[src/rtl/dmem_access_sequencer_if.sv]
// dmem_access_sequencer_if: controller handshake (start/max_iter/hold/busy/done/iter_count/first_iter) plus Dmem read and write beats
interface dmem_access_sequencer_if #(
  parameter int ADDRESSWIDTH = 5,
  parameter int ITERW        = 5
);
  logic                    start;
  logic [ITERW-1:0]        max_iter;
  logic                    hold;
  logic                    rd_en;
  logic [ADDRESSWIDTH-1:0] rd_address;
  logic                    rd_layer;
  logic                    wr_en;
  logic [ADDRESSWIDTH-1:0] wr_address;
  logic                    wr_layer;
  logic                    first_iter;
  logic [ITERW-1:0]        iter_count;
  logic                    busy;
  logic                    done;
  modport master (
    input  start, max_iter, hold,
    output rd_en, rd_address, rd_layer, wr_en, wr_address, wr_layer, first_iter, iter_count, busy, done
  );
  modport slave (
    output start, max_iter, hold,
    input  rd_en, rd_address, rd_layer, wr_en, wr_address, wr_layer, first_iter, iter_count, busy, done
  );
endinterface

[src/rtl/dmem_access_sequencer.sv]
// dmem_access_sequencer: issues in-order Dmem read beats per layer and replays them PIPE_LAT cycles later as write beats; ports clk, rst, io_bus (master)
module dmem_access_sequencer #(
  parameter int ADDRESSWIDTH = 5,
  parameter int NCYC         = 20,
  parameter int PIPE_LAT     = 4,
  parameter int ITERW        = 5
) (
  input  logic                    clk,
  input  logic                    rst,
  dmem_access_sequencer_if.master io_bus
);
  typedef enum logic [1:0] {IDLE, RUN, DRAIN, DONE} state_t;
  typedef struct packed {
    logic                    v;
    logic [ADDRESSWIDTH-1:0] a;
    logic                    l;
  } beat_t;
  localparam logic [ADDRESSWIDTH-1:0] LAST_A = ADDRESSWIDTH'(NCYC - 1);
  state_t                  r_state, w_next;
  beat_t                   r_pipe [PIPE_LAT];
  logic [ADDRESSWIDTH-1:0] r_na, w_a, r_rd_address, r_wr_address;
  logic                    r_nl, w_l, r_rd_layer, r_wr_layer;
  logic [ITERW-1:0]        r_ni, w_i, r_max, w_max, r_iter;
  logic                    w_idle, w_issue, w_wrap, w_last, w_empty;
  logic                    r_rd_en, r_wr_en, r_first, r_busy, r_done;
  always_comb begin
    w_idle  = r_state == IDLE;
    w_a     = w_idle ? '0 : r_na;
    w_l     = w_idle ? 1'b0 : r_nl;
    w_i     = w_idle ? '0 : r_ni;
    w_max   = w_idle ? ((io_bus.max_iter == '0) ? ITERW'(1) : io_bus.max_iter) : r_max;
    w_issue = ~io_bus.hold & (w_idle ? io_bus.start : r_state == RUN);
    w_wrap  = w_a == LAST_A;
    w_last  = w_wrap & w_l & (w_i == w_max - ITERW'(1));
    w_empty = 1'b1;
    for (int k = 0; k < PIPE_LAT; k++)
      if (r_pipe[k].v) w_empty = 1'b0;
    w_next = r_state;
    case (r_state)
      IDLE:  if (w_issue) w_next = w_last ? DRAIN : RUN;
      RUN:   if (w_issue && w_last) w_next = DRAIN;
      DRAIN: if (!io_bus.hold && w_empty) w_next = DONE;
      DONE:  w_next = IDLE;
    endcase
  end
  always_ff @(posedge clk) begin
    if (rst) begin
      r_state      <= IDLE;
      r_na         <= '0;
      r_nl         <= 1'b0;
      r_ni         <= '0;
      r_max        <= '0;
      r_rd_en      <= 1'b0;
      r_rd_address <= '0;
      r_rd_layer   <= 1'b0;
      r_iter       <= '0;
      r_first      <= 1'b0;
      r_wr_en      <= 1'b0;
      r_wr_address <= '0;
      r_wr_layer   <= 1'b0;
      r_busy       <= 1'b0;
      r_done       <= 1'b0;
      for (int k = 0; k < PIPE_LAT; k++) r_pipe[k] <= '0;
    end else begin
      r_state <= w_next;
      r_busy  <= (w_next == RUN) | (w_next == DRAIN);
      r_done  <= w_next == DONE;
      r_rd_en <= w_issue;
      r_first <= w_issue & (w_i == '0);
      if (w_issue) begin
        r_rd_address <= w_a;
        r_rd_layer   <= w_l;
        r_iter       <= w_i;
        r_max        <= w_max;
        r_na         <= w_wrap ? '0 : w_a + ADDRESSWIDTH'(1);
        r_nl         <= w_l ^ w_wrap;
        r_ni         <= w_i + ITERW'(w_wrap & w_l);
      end
      r_wr_en <= ~io_bus.hold & r_pipe[PIPE_LAT-1].v;
      if (!io_bus.hold) begin
        r_pipe[0] <= beat_t'{v: w_issue, a: w_a, l: w_l};
        for (int k = 1; k < PIPE_LAT; k++) r_pipe[k] <= r_pipe[k-1];
        if (r_pipe[PIPE_LAT-1].v) begin
          r_wr_address <= r_pipe[PIPE_LAT-1].a;
          r_wr_layer   <= r_pipe[PIPE_LAT-1].l;
        end
      end
    end
  end
  assign io_bus.rd_en      = r_rd_en;
  assign io_bus.rd_address = r_rd_address;
  assign io_bus.rd_layer   = r_rd_layer;
  assign io_bus.wr_en      = r_wr_en;
  assign io_bus.wr_address = r_wr_address;
  assign io_bus.wr_layer   = r_wr_layer;
  assign io_bus.first_iter = r_first;
  assign io_bus.iter_count = r_iter;
  assign io_bus.busy       = r_busy;
  assign io_bus.done       = r_done;
endmodule

[src/flat_wrapper.sv]
// flat-port wrapper written by rule: the top's interface ports become plain ports
module dmem_access_sequencer_flat 
#(
  parameter int ADDRESSWIDTH = 5,
  parameter int NCYC         = 20,
  parameter int PIPE_LAT     = 4,
  parameter int ITERW        = 5
)
  (clk, rst, io_bus_start, io_bus_max_iter, io_bus_hold, io_bus_rd_en, io_bus_rd_address, io_bus_rd_layer, io_bus_wr_en, io_bus_wr_address, io_bus_wr_layer, io_bus_first_iter, io_bus_iter_count, io_bus_busy, io_bus_done);
  dmem_access_sequencer_if #(.ADDRESSWIDTH(ADDRESSWIDTH), .ITERW(ITERW)) io_bus_i ();
  input  logic clk;
  input  logic rst;
  input wire logic [$bits(io_bus_i.start)-1:0] io_bus_start;
  input wire logic [$bits(io_bus_i.max_iter)-1:0] io_bus_max_iter;
  input wire logic [$bits(io_bus_i.hold)-1:0] io_bus_hold;
  output wire logic [$bits(io_bus_i.rd_en)-1:0] io_bus_rd_en;
  output wire logic [$bits(io_bus_i.rd_address)-1:0] io_bus_rd_address;
  output wire logic [$bits(io_bus_i.rd_layer)-1:0] io_bus_rd_layer;
  output wire logic [$bits(io_bus_i.wr_en)-1:0] io_bus_wr_en;
  output wire logic [$bits(io_bus_i.wr_address)-1:0] io_bus_wr_address;
  output wire logic [$bits(io_bus_i.wr_layer)-1:0] io_bus_wr_layer;
  output wire logic [$bits(io_bus_i.first_iter)-1:0] io_bus_first_iter;
  output wire logic [$bits(io_bus_i.iter_count)-1:0] io_bus_iter_count;
  output wire logic [$bits(io_bus_i.busy)-1:0] io_bus_busy;
  output wire logic [$bits(io_bus_i.done)-1:0] io_bus_done;
  assign io_bus_i.start = io_bus_start;
  assign io_bus_i.max_iter = io_bus_max_iter;
  assign io_bus_i.hold = io_bus_hold;
  assign io_bus_rd_en = io_bus_i.rd_en;
  assign io_bus_rd_address = io_bus_i.rd_address;
  assign io_bus_rd_layer = io_bus_i.rd_layer;
  assign io_bus_wr_en = io_bus_i.wr_en;
  assign io_bus_wr_address = io_bus_i.wr_address;
  assign io_bus_wr_layer = io_bus_i.wr_layer;
  assign io_bus_first_iter = io_bus_i.first_iter;
  assign io_bus_iter_count = io_bus_i.iter_count;
  assign io_bus_busy = io_bus_i.busy;
  assign io_bus_done = io_bus_i.done;
  dmem_access_sequencer #(.ADDRESSWIDTH(ADDRESSWIDTH), .NCYC(NCYC), .PIPE_LAT(PIPE_LAT), .ITERW(ITERW)) u_core (.clk(clk), .rst(rst), .io_bus(io_bus_i));
endmodule
[config.mk]
export PLATFORM = sky130hd
export DESIGN_NAME = dmem_access_sequencer_flat
export DESIGN_NICKNAME = d
export VERILOG_FILES = /design/src/rtl/dmem_access_sequencer_if.sv /design/src/rtl/dmem_access_sequencer.sv /design/src/flat_wrapper.sv
export SDC_FILE = /design/constraint.sdc
export NUM_CORES = 1
export LEC_CHECK = 0
export CAP_MARGIN = 20
export CORE_ASPECT_RATIO = 0.5
export CORE_MARGIN = 3
export CORE_UTILIZATION = 60
export CTS_BUF_LIST = sky130_fd_sc_hd__clkbuf_8
export CTS_CLUSTER_SIZE = 24
export DETAILED_ROUTE_END_ITERATION = 8
export GPL_TIMING_DRIVEN = 0
export PLACE_DENSITY = 0.84
export SLEW_MARGIN = 20
export SYNTH_ARGS = -nofsm -noshare
export SYNTH_HDL_FRONTEND = slang
export SYNTH_SLANG_ARGS = --single-unit
export TNS_END_PERCENT = 50
[constraint.sdc]
create_clock -name clk -period 4.8 [get_ports clk]
set_input_delay 0.48 -clock clk [delete_from_list [all_inputs] [get_ports clk]]
set_output_delay 0.48 -clock clk [all_outputs]
set_load 0.01 [all_outputs]
## Word-level counts from Yosys, hierarchy flattened

Memory sizes are Yosys's and may differ from the RTL's.
Index checks and enable logic that the tools add are counted.

| storage, ports and cells | value |
|---|---|
| register bits after elaboration | 40 |
| latch bits | 0 |
| memory bits (writable) | 28 |
| ROM bits | 0 |
| input bits | 9 |
| output and inout port bits | 22 |
| logic and storage cells | 72 |
| memories | 1 |

Memories:

| name | words | bits a word | rd ports | clocked after memory_dff | wr ports | line | text |
|---|---|---|---|---|---|---|---|
| u_core.r_pipe | 4 | 7 | 4 | 0 | 4 | dmem_access_sequencer.sv:20 | `beat_t r_pipe [PIPE_LAT];` |

| operators by class | value |
|---|---|
| add/subtract/negate cells | 3 |
| multipliers | 0 |
| div/mod/pow operators | 0 |
| $lt $le $gt $ge | 0 |
| equal/unequal tests | 8 |
| shift operators | 0 |
| multiplexer cells | 25 |
| bitwise operators | 13 |
| reductions and logical operators | 7 |

Operators by type and width:

| operator | number |
|---|---|
| 7-bit 2-to-1 mux | 4 |
| 5-bit 2-to-1 mux | 5 |
| 1-bit 2-to-1 mux | 11 |
| 5-bit logical NOT | 2 |
| 2-bit == test (second input constant) | 4 |
| 2-bit 2-to-1 mux | 4 |
| 2-bit one-hot mux with 4 select lines | 1 |
| 1-bit AND | 6 |
| 5-bit by 1-bit adder with 5-bit output (second input constant) | 1 |
| 5-bit adder | 1 |
| 5-bit == test | 1 |
| 5-bit == test (second input constant) | 1 |
| 1-bit OR | 5 |
| 5-bit by 1-bit subtractor with 5-bit output (second input constant) | 1 |
| 2-bit by 1-bit == test with 1-bit output (second input constant) | 2 |
| 1-bit logical AND | 2 |
| 2-bit logical NOT | 1 |
| 2-bit AND reduction | 1 |
| 1-bit logical NOT | 1 |
| 1-bit NOT | 1 |
| 1-bit bitwise XOR | 1 |

## Logic depth before layout (Yosys ltp)

Gate-level depths: netlist of run 1.

| logic depth | value |
|---|---|
| word-level depth | 11 |
| gate-level depth with buffers | 14 |
| depth with buffers taken out | 11 |

## Least setup slack after synthesis of run 1

OpenSTA, ideal clock, no wires.

| timing path | value |
|---|---|
| kind | register to register |
| from | register u_core.r_state[1] |
| to | register u_core.r_busy, in the netlist u_core.io_bus.busy |
| setup time | 0.128 ns |
| data arrival time | 2.675 ns |
| slack | 1.997 ns |
| cell stages (with the launch flop) | 15 |
| period minus slack after synthesis | 2.803 ns |
| path through | dfxtp_1 -> buf_4 -> or2_2 -> buf_4 -> clkbuf_1 -> and2_1 -> ha_1 -> and4b_1 -> ha_1 -> o2111ai_1 -> nor3_1 -> o2111ai_2 -> and2_2 -> ha_1 -> nor2b_1 |

| between the ends | value |
|---|---|
| word-level cells in the longest chain between the ends | 10 |

Ends and longest elaborated chain:

| element | line | text |
|---|---|---|
| start, declared | dmem_access_sequencer.sv:19 | `state_t r_state, w_next;` |
| start signal, assigned | dmem_access_sequencer.sv:65 | `r_state <= w_next;` |
| 2-bit logical NOT * | dmem_access_sequencer.sv:27 | `w_idle = r_state == IDLE;` |
| 5-bit 2-to-1 mux * | dmem_access_sequencer.sv:28 | `w_a = w_idle ? '0 : r_na;` |
| net u_core.w_a[1] | dmem_access_sequencer.sv:21 | `logic [ADDRESSWIDTH-1:0] r_na, w_a, r_rd_address, r_wr_address;` |
| 5-bit == test * | dmem_access_sequencer.sv:33 | `w_wrap = w_a == LAST_A;` |
| 1-bit AND * (2 in series) | dmem_access_sequencer.sv:34 | `w_last = w_wrap & w_l & (w_i == w_max - ITERW'(1));` |
| 2-bit 2-to-1 mux / 1-bit logical AND (equally long branches) | dmem_access_sequencer.sv:40, dmem_access_sequencer.sv:41 |  |
| 2-bit 2-to-1 mux, on equally long branches | dmem_access_sequencer.sv:40, dmem_access_sequencer.sv:41 |  |
| 2-bit one-hot mux with 4 select lines * | dmem_access_sequencer.sv:39 | `case (r_state)` |
| net u_core.w_next[0] | dmem_access_sequencer.sv:19 |  |
| 2-bit by 1-bit == test with 1-bit output / 2-bit == test (equally long branches) | dmem_access_sequencer.sv:66 | `r_busy <= (w_next == RUN) \| (w_next == DRAIN);` |
| 1-bit OR * | dmem_access_sequencer.sv:66 |  |
| end signal, assigned | dmem_access_sequencer.sv:66 |  |
| end, declared | dmem_access_sequencer.sv:25 | `logic r_rd_en, r_wr_en, r_first, r_busy, r_done;` |

The timed path passes the listed nets; every way through them passes the cells marked *.
A chain may end at the register's enable or synchronous reset.

## Worst setup path in the final report of run 1

Same ends and word-level chain as after synthesis.

==> results_dict.tcl, run 1 <==
set metrics [dict create \
    ant_nets 0 \
    post-route-period-util_pct 72.2 \
    synth_cells 286 \
    synth_area_leaders "edfxtp_1 (28%), dfxtp_1 (27%), and2_1 (5.9%)" \
    cts_setup_buffers 0 \
    timing.final.max_slew_violations 0 \
    place.gp.congestion 0.959 \
    worstMarginPinSlew_ns 0.673 \
    worstSetupPathType "flip-flop to flip-flop" \
    yosysSeqAreaShare_pct 55.6 \
    synth.avg_cell_area_sq_um 10.3 \
    synth_top_area_cell "edfxtp_1" \
    grt_use_total_pct 22.4 \
    hold_buffers 0 \
    setup_tns_ns 0 \
    antenna_found_initial 0 \
    gr-total-overflow 0 \
    hold_violations 0 \
    grt_max_degree 29 \
    whs_ns 0.455 \
    port_buffers 29 \
    p_leak_nw 1.36 \
    setup.worst_path.end_class "flip-flop" \
    ir_drop_v 0.000206 \
    min_path_type "input pin to flip-flop" \
    cts_sinks 68 \
    fillers 314 \
    syn2layout_area_growth_pct 20.1 \
    cts-htree-levels 3 \
    wl_per_cell_um 15.3 \
    routed_wl_mm 6.06 \
    boundaryPins 31 \
    ff2ff_path_depth 14 \
    cp.arrival_ns 3.68 \
    start_util_pct 64.5 \
    cts_root_buf "clkbuf_8" \
    dp_cells 381 \
    ys.flop_type "dfxtp_1" \
    p_total_w 0.00124 \
    grt_pass1_vias 2232 \
    wl_met2_mm 2.91 \
    met3WireLength_um 451 \
    drive_gt1_share_pct 7.85 \
    cp_max_fo 10 \
    grt_pass1_wl_mm 10.3 \
    antenna_cells 0 \
    synth_seq_cells 68 \
    clk-insertion-delay-late_ns 0.34 \
    hpwl_mm 4.20 \
    yosysTopAreaCellShare_pct 28.5 \
    max_freq_mhz 288 \
    synth_area_sq_um 2950 \
    min_period_ns 3.47 \
    ys_types 43 \
    syn-num-nets 301 \
    clock_path_buffers 2 \
    vias_per_cell 5.61 \
    fin_worst_skew_ns 0.0105 \
    clkTransAtPathRegs_ns 0.07 \
    drtPass1Iterations 5 \
    drc 0 \
    powerDensity_nw_per_um2 349 \
    holdPathStages 2 \
    cts_tree "done" \
    nets 341 \
    setup_viol 0 \
    yosysWarnings 0 \
    max_cap_viol_count 0 \
    rsz0062_at_grt "no" \
    num_rows 17 \
    status "completed" \
    met1_length_mm 2.62 \
    core_region_area_sq_um 4570 \
    vias 2229 \
    async_flop_share_pct 0 \
    post_cts_resized 0 \
    die_y_um 55.6 \
    die_area_sq_um 5850 \
    top_layer "met4" \
    die_w_um 105 \
    final_cells 397 \
    final_core_util_pct 77.5 \
    cts_inserted_buffers 9 \
    crit_required_ns 5.01 \
    synth_edf_count 28 \
    startpoint_type "flip-flop" \
    drt_iter0_drc 128 \
    slew_headroom_pct 55.1 \
]
==> kinds of logic (layout without fill, tap and decap cells) <==
| logic type | Yosys count | after routing | synth area share [%] |
|---|---|---|---|
| AND/OR/NAND/NOR | 125 | 125 | 22.1 |
| flip-flops | 68 | 68 | 55.6 |
| AO/OA/AOI/OAI | 43 | 43 | 9.11 |
| buffers and inverters | 23 | 68 | 3.81 |
| multiplexers | 13 | 13 | 4.41 |
| XOR/XNOR | 8 | 8 | 2.37 |
| adder cells (fa/ha/maj) | 6 | 6 | 2.54 |
==> worst max-delay path, stage by stage, from the launching register on <==
cell and delay [ns]:
dfxtp_1 0.31, buf_4 0.16, or2_2 0.12, buf_4 0.15, clkbuf_1 0.36, and2_1 0.26, ha_1 0.29, and4b_1 0.34
ha_1 0.22, o2111ai_1 0.12, nor3_1 0.23, o2111ai_2 0.20, and2_2 0.22, ha_1 0.26, nor2b_1 0.12
==> metrics by stage <==
| stage | cell area, sq um | setup slack [ns] |
|---|---|---|
| final | 3540 | 1.33 |
| after global routing | 3540 | 1.11 |
| after global placement | 3320 | 1.45 |
| after detailed placement | 3330 | 1.41 |
| after CTS | 3540 | 1.38 |
| after floorplan | 2950 | 2.00 |
==> layer usage <==
layer  up-vias  global-route usage (%)
met1      1054                    27.6
met2        91                    37.0
met4         0                    8.79
li1       1076                       -
met3         8                    7.07
met5         -                       0
==> synthesized netlist by cell type (5+ instances only) <==
cell type	count
and2_1	28
and3_1	11
nand2_1	22
xnor2_1	6
edfxtp_1	28
clkbuf_1	13
ha_1	6
nor2_1	32
o21ai_0	8
a21oi_1	22
nand3_1	5
mux2i_1	13
nor2b_1	5
nor3_1	7
dfxtp_1	40
==> final timing paths <==
| kind | from | to | slack (ns) |
|---|---|---|---|
| setup / recovery | u_core.r_state[1]$_SDFF_PP0_ | u_core.io_bus.busy$_SDFF_PP0_ | 1.33 |
| hold / removal | rst | u_core.r_state[0]$_SDFF_PP0_ | 0.46 |
| setup reg to reg | u_core.r_state[1]$_SDFF_PP0_ | u_core.io_bus.busy$_SDFF_PP0_ | 1.33 |
| hold reg to reg | u_core.io_bus.rd_layer$_SDFFE_PP0P_ | u_core.io_bus.rd_layer$_SDFFE_PP0P_ | 0.46 |
==> registers in the layout, indices dropped and copies added (netlist names), 2 cells and up <==
name,cells
u_core.io_bus.wr_address,5
u_core.r_max,5
u_core.r_na,5
u_core.r_state,2
u_core.io_bus.iter_count,5
u_core.r_ni,5
u_core.io_bus.rd_address,5
u_core.r_pipe,28
==> area by class of cell <==
cell class,count,area (sq um),area share (%)
Buffer,19,97.6,2.75
Clock buffer,9,124,3.49
Clock inverter,7,93.8,2.65
Inverter,4,15.0,0.424
Multi-Input combinational cell,195,1200,33.9
Sequential cell,68,1640,46.3
Tap cell,66,82.6,2.33
Timing Repair Buffer,29,290,8.19
==> where the power goes <==
part	switching, W	internal, W
combinational	0.0000590	0.0000413
sequential	0.00000832	0.000621
clock	0.000217	0.000291
total	0.000285	0.000954
==> layout by cell type, fill, tap and decap left out, types with 2 or more instances in the layout <==
cell type / n
clkdlybuf4s50_1: 29
clkinv_4: 2
clkbuf_8: 9
mux2i_1: 13
nor3_1: 7
and2_1: 28
bufinv_16: 2
xnor2_1: 6
o21ai_0: 8
nand3_1: 5
or4_1: 3
buf_4: 3
clkbuf_1: 13
a21oi_1: 22
a31oi_1: 2
dfxtp_1: 40
and3_1: 11
edfxtp_1: 28
buf_6: 2
inv_1: 5
nor2_1: 32
nand2_1: 22
nor2b_1: 5
xor2_1: 2
nor4_1: 3
ha_1: 6
No activity file was read; power rests on OpenSTA's default activity.
==> inputs of run 2 (changes only) <==
--- a/config.mk
+++ b/config.mk
@@ -8,12 +8,12 @@
 export CAP_MARGIN = 20
 export CORE_ASPECT_RATIO = 0.5
 export CORE_MARGIN = 3
-export CORE_UTILIZATION = 60
+export CORE_UTILIZATION = 53
 export CTS_BUF_LIST = sky130_fd_sc_hd__clkbuf_8
 export CTS_CLUSTER_SIZE = 24
 export DETAILED_ROUTE_END_ITERATION = 8
 export GPL_TIMING_DRIVEN = 0
-export PLACE_DENSITY = 0.84
+export PLACE_DENSITY = 0.78
 export SLEW_MARGIN = 20
 export SYNTH_ARGS = -nofsm -noshare
 export SYNTH_HDL_FRONTEND = slang
==> constraint.sdc (replaced) <==
create_clock -name clk -period 3.09 [get_ports clk]
set_input_delay 0.309 -clock clk [delete_from_list [all_inputs] [get_ports clk]]
set_output_delay 0.309 -clock clk [all_outputs]
set_load 0.01 [all_outputs]
==> run 2 against run 1 <==
Compared with the run above: first-iteration DRC count is 94% higher; combinational power grew 59%; die area increased by 12%; non-clock buffer count is 3 higher; sequential share of layout area shrank 0.76 points; global-route usage is 2.8 points lower; clock power up 50%; sequential power rose by 55%; count of clock-buffer cells in the layout unchanged; wire length increased by 2.0%.
==> results_dict.tcl, run 2 (synthesis results as in run 1) <==
set metrics [dict create \
    status "completed" \
    min_period_ns 2.93 \
    powerDensity_nw_per_um2 528 \
    max_stage_delay_ns 0.34 \
    met1_usage_pct 25.1 \
    die_w_um 112 \
    largest_register_ffs 28 \
    met3_usage_pct 7.80 \
    worstMarginPinSlew_ns 0.688 \
    start_util_pct 57.5 \
    path_buf_inv 3 \
    clkPwrFrac_pct 40.2 \
    ant_nets 0 \
    clk-insertion-delay-late_ns 0.34 \
    worstSetupEndpoint "u_core.io_bus.busy$_SDFF_PP0_" \
    slew_headroom_pct 54.1 \
    core_region_area_sq_um 5130 \
    r2r_setup_slack_ns 0.16 \
    setup_viol 0 \
    cp_top_family "simple AND/OR/NAND/NOR gates" \
    busiest_layer "met2" \
    max_freq_mhz 341 \
    ir_drop_v 0.000299 \
    antenna_found_initial 0 \
    die_area_sq_um 6550 \
    final_cell_mix "dfxtp_1 (40), nor2_1 (32), clkdlybuf4s50_1 (29)" \
    cp.arrival_ns 3.15 \
    hp-start "rst" \
    combPwrFrac_pct 8.4 \
    reg2reg_from "u_core.r_state[1]$_SDFF_PP0_" \
    wl_per_cell_um 15.3 \
    whs_ns 0.265 \
    place.gp.congestion 0.894 \
    crit_start "u_core.r_state[1]$_SDFF_PP0_" \
    worstSetupPathType "flip-flop to flip-flop" \
    cts_root_buf "clkbuf_8" \
    setup_tns_ns 0 \
    grt.met2_usage_pct 30.8 \
    hpwl_mm 4.15 \
    p_leak_nw 1.37 \
    min_path_type "input pin to flip-flop" \
    multi_input_area_sq_um 1220 \
    crit_top_cell "buf_6" \
    vias_per_cell 5.57 \
    internal-power_w 0.00148 \
    worst_slack_ns 0.156 \
    antenna_cells 0 \
    grt_use_total_pct 19.5 \
    max_cap_viol_count 0 \
    grt_max_degree 29 \
    clock_path_buffers 2 \
    pre_cts_ws_ns -0.295 \
    path_cells "buf_6, or2_2, buf_6, buf_8, and2_4, ha_4, and4b_2, ha_2, o2111ai_1, nor3_1, o2111ai_2, and2_2, ha_1, nor2b_1" \
    grt_pass1_vias 2031 \
    cts_inserted_buffers 9 \
    drive_gt1_share_pct 10.2 \
    nets 344 \
    syn2layout_area_growth_pct 22.1 \
    drc 0 \
    fin_worst_skew_ns 0.00450 \
    power_frac_seq_pct 51.4 \
    vias 2246 \
    hold_buffers 0 \
    drt_iter0_drc 248 \
    cts-htree-levels 3 \
    cpMaxStageDelayCell "dfxtp_1" \
    setup.worst_path.end_class "flip-flop" \
    switchingPower_w 0.000426 \
    startpoint_type "flip-flop" \
    cp_max_fo 10 \
    die_y_um 58.8 \
    top_register "u_core.r_pipe" \
    post-route-period-util_pct 95.0 \
    crit_required_ns 3.31 \
    gr-total-overflow 0 \
    clkTransAtPathRegs_ns 0.07 \
    fillers 387 \
    rr_endpoint "u_core.io_bus.busy$_SDFF_PP0_" \
    cp.depth 14 \
    drtPass1Iterations 4 \
    num_rows 18 \
    final_core_util_pct 70.2 \
    cts_sinks 68 \
    cts_tree "done" \
    layout_commonest_cell "dfxtp_1" \
    boundaryPins 31 \
    timing.final.max_slew_violations 0 \
    regArea_sq_um 1640 \
    port_buffers 29 \
    ff2ff_path_depth 14 \
    grt_pass1_wl_mm 9.75 \
    swShare_pct 22.4 \
    hold_violations 0 \
    routed_wl_mm 6.18 \
]
==> run 2: cell types whose count changed in the layout (fill, tap and decap cells not counted), sizes merged <==
cell / delta
buf: +4
clkbuf: -1
clkinv: -1
==> run 2: layout make-up <==
cell class	instances	share of cell area, %
inverter	4	0.417
multi-input combinational	195	34.0
clock inverter	6	2.26
timing repair buffer	32	8.68
clock buffer	9	3.44
tap	70	2.43
buffer	19	3.23
sequential	68	45.6
==> run 2: worst register-to-register path: stages, from the launching register on <==
cell       delay [ns]
dfxtp_1          0.34
buf_6            0.14
or2_2            0.13
buf_6            0.13
buf_8            0.14
and2_4           0.16
ha_4             0.16
and4b_2          0.28
ha_2             0.20
o2111ai_1        0.12
nor3_1           0.23
o2111ai_2        0.20
and2_2           0.21
ha_1             0.26
nor2b_1          0.13
==> run 2: how the worst min path moves through the flow <==
stage / cells after the start / to / slack [ns]
2_1_floorplan: 2 / u_core.r_nl$_SDFFE_PP0P_ / 0.44
3_3_place_gp: 2 / u_core.io_bus.rd_layer$_SDFFE_PP0P_ / 0.44
3_5_place_dp: 2 / u_core.io_bus.rd_layer$_SDFFE_PP0P_ / 0.46
4_1_cts: 2 / u_core.r_state[0]$_SDFF_PP0_ / 0.25
5_1_grt: 2 / u_core.r_state[0]$_SDFF_PP0_ / 0.26
6_report: 2 / u_core.r_state[0]$_SDFF_PP0_ / 0.27
==> run 2: per-layer routing <==
layer	wire length [um]	up-vias
met5	0	-
met4	36	0
met3	539	5
met2	2860	103
met1	2740	1063
li1	-	1075
==> run 2: timing repair <==
action / 4_1_cts / 5_1_grt
setup buffers: 2 / 1
pin swaps: 2 / 2
endpoints found under the setup margin: 3 / 3
resized for setup: 5 / 8
==> run 2: stage by stage <==
step / power, W / cell area [sq um] / cells
6_report: 0.00190 / 3600 / 403
5_1_grt: 0.00198 / 3600 / 403
4_1_cts: 0.00191 / 3570 / 402
3_5_place_dp: 0.00115 / 3330 / 385
3_3_place_gp: 0.00114 / 3330 / 385
2_1_floorplan: 0.00110 / 2950 / 286
==> run 2: power groups by stage <==
stage                     clock [W]  combinational, W  sequential, W
after floorplan                   0          0.000101       0.000997
after global placement            0          0.000148       0.000997
after detailed placement          0          0.000154       0.000998
after CTS                  0.000780          0.000154       0.000978
after global routing       0.000825          0.000174       0.000981
final                      0.000765          0.000159       0.000978
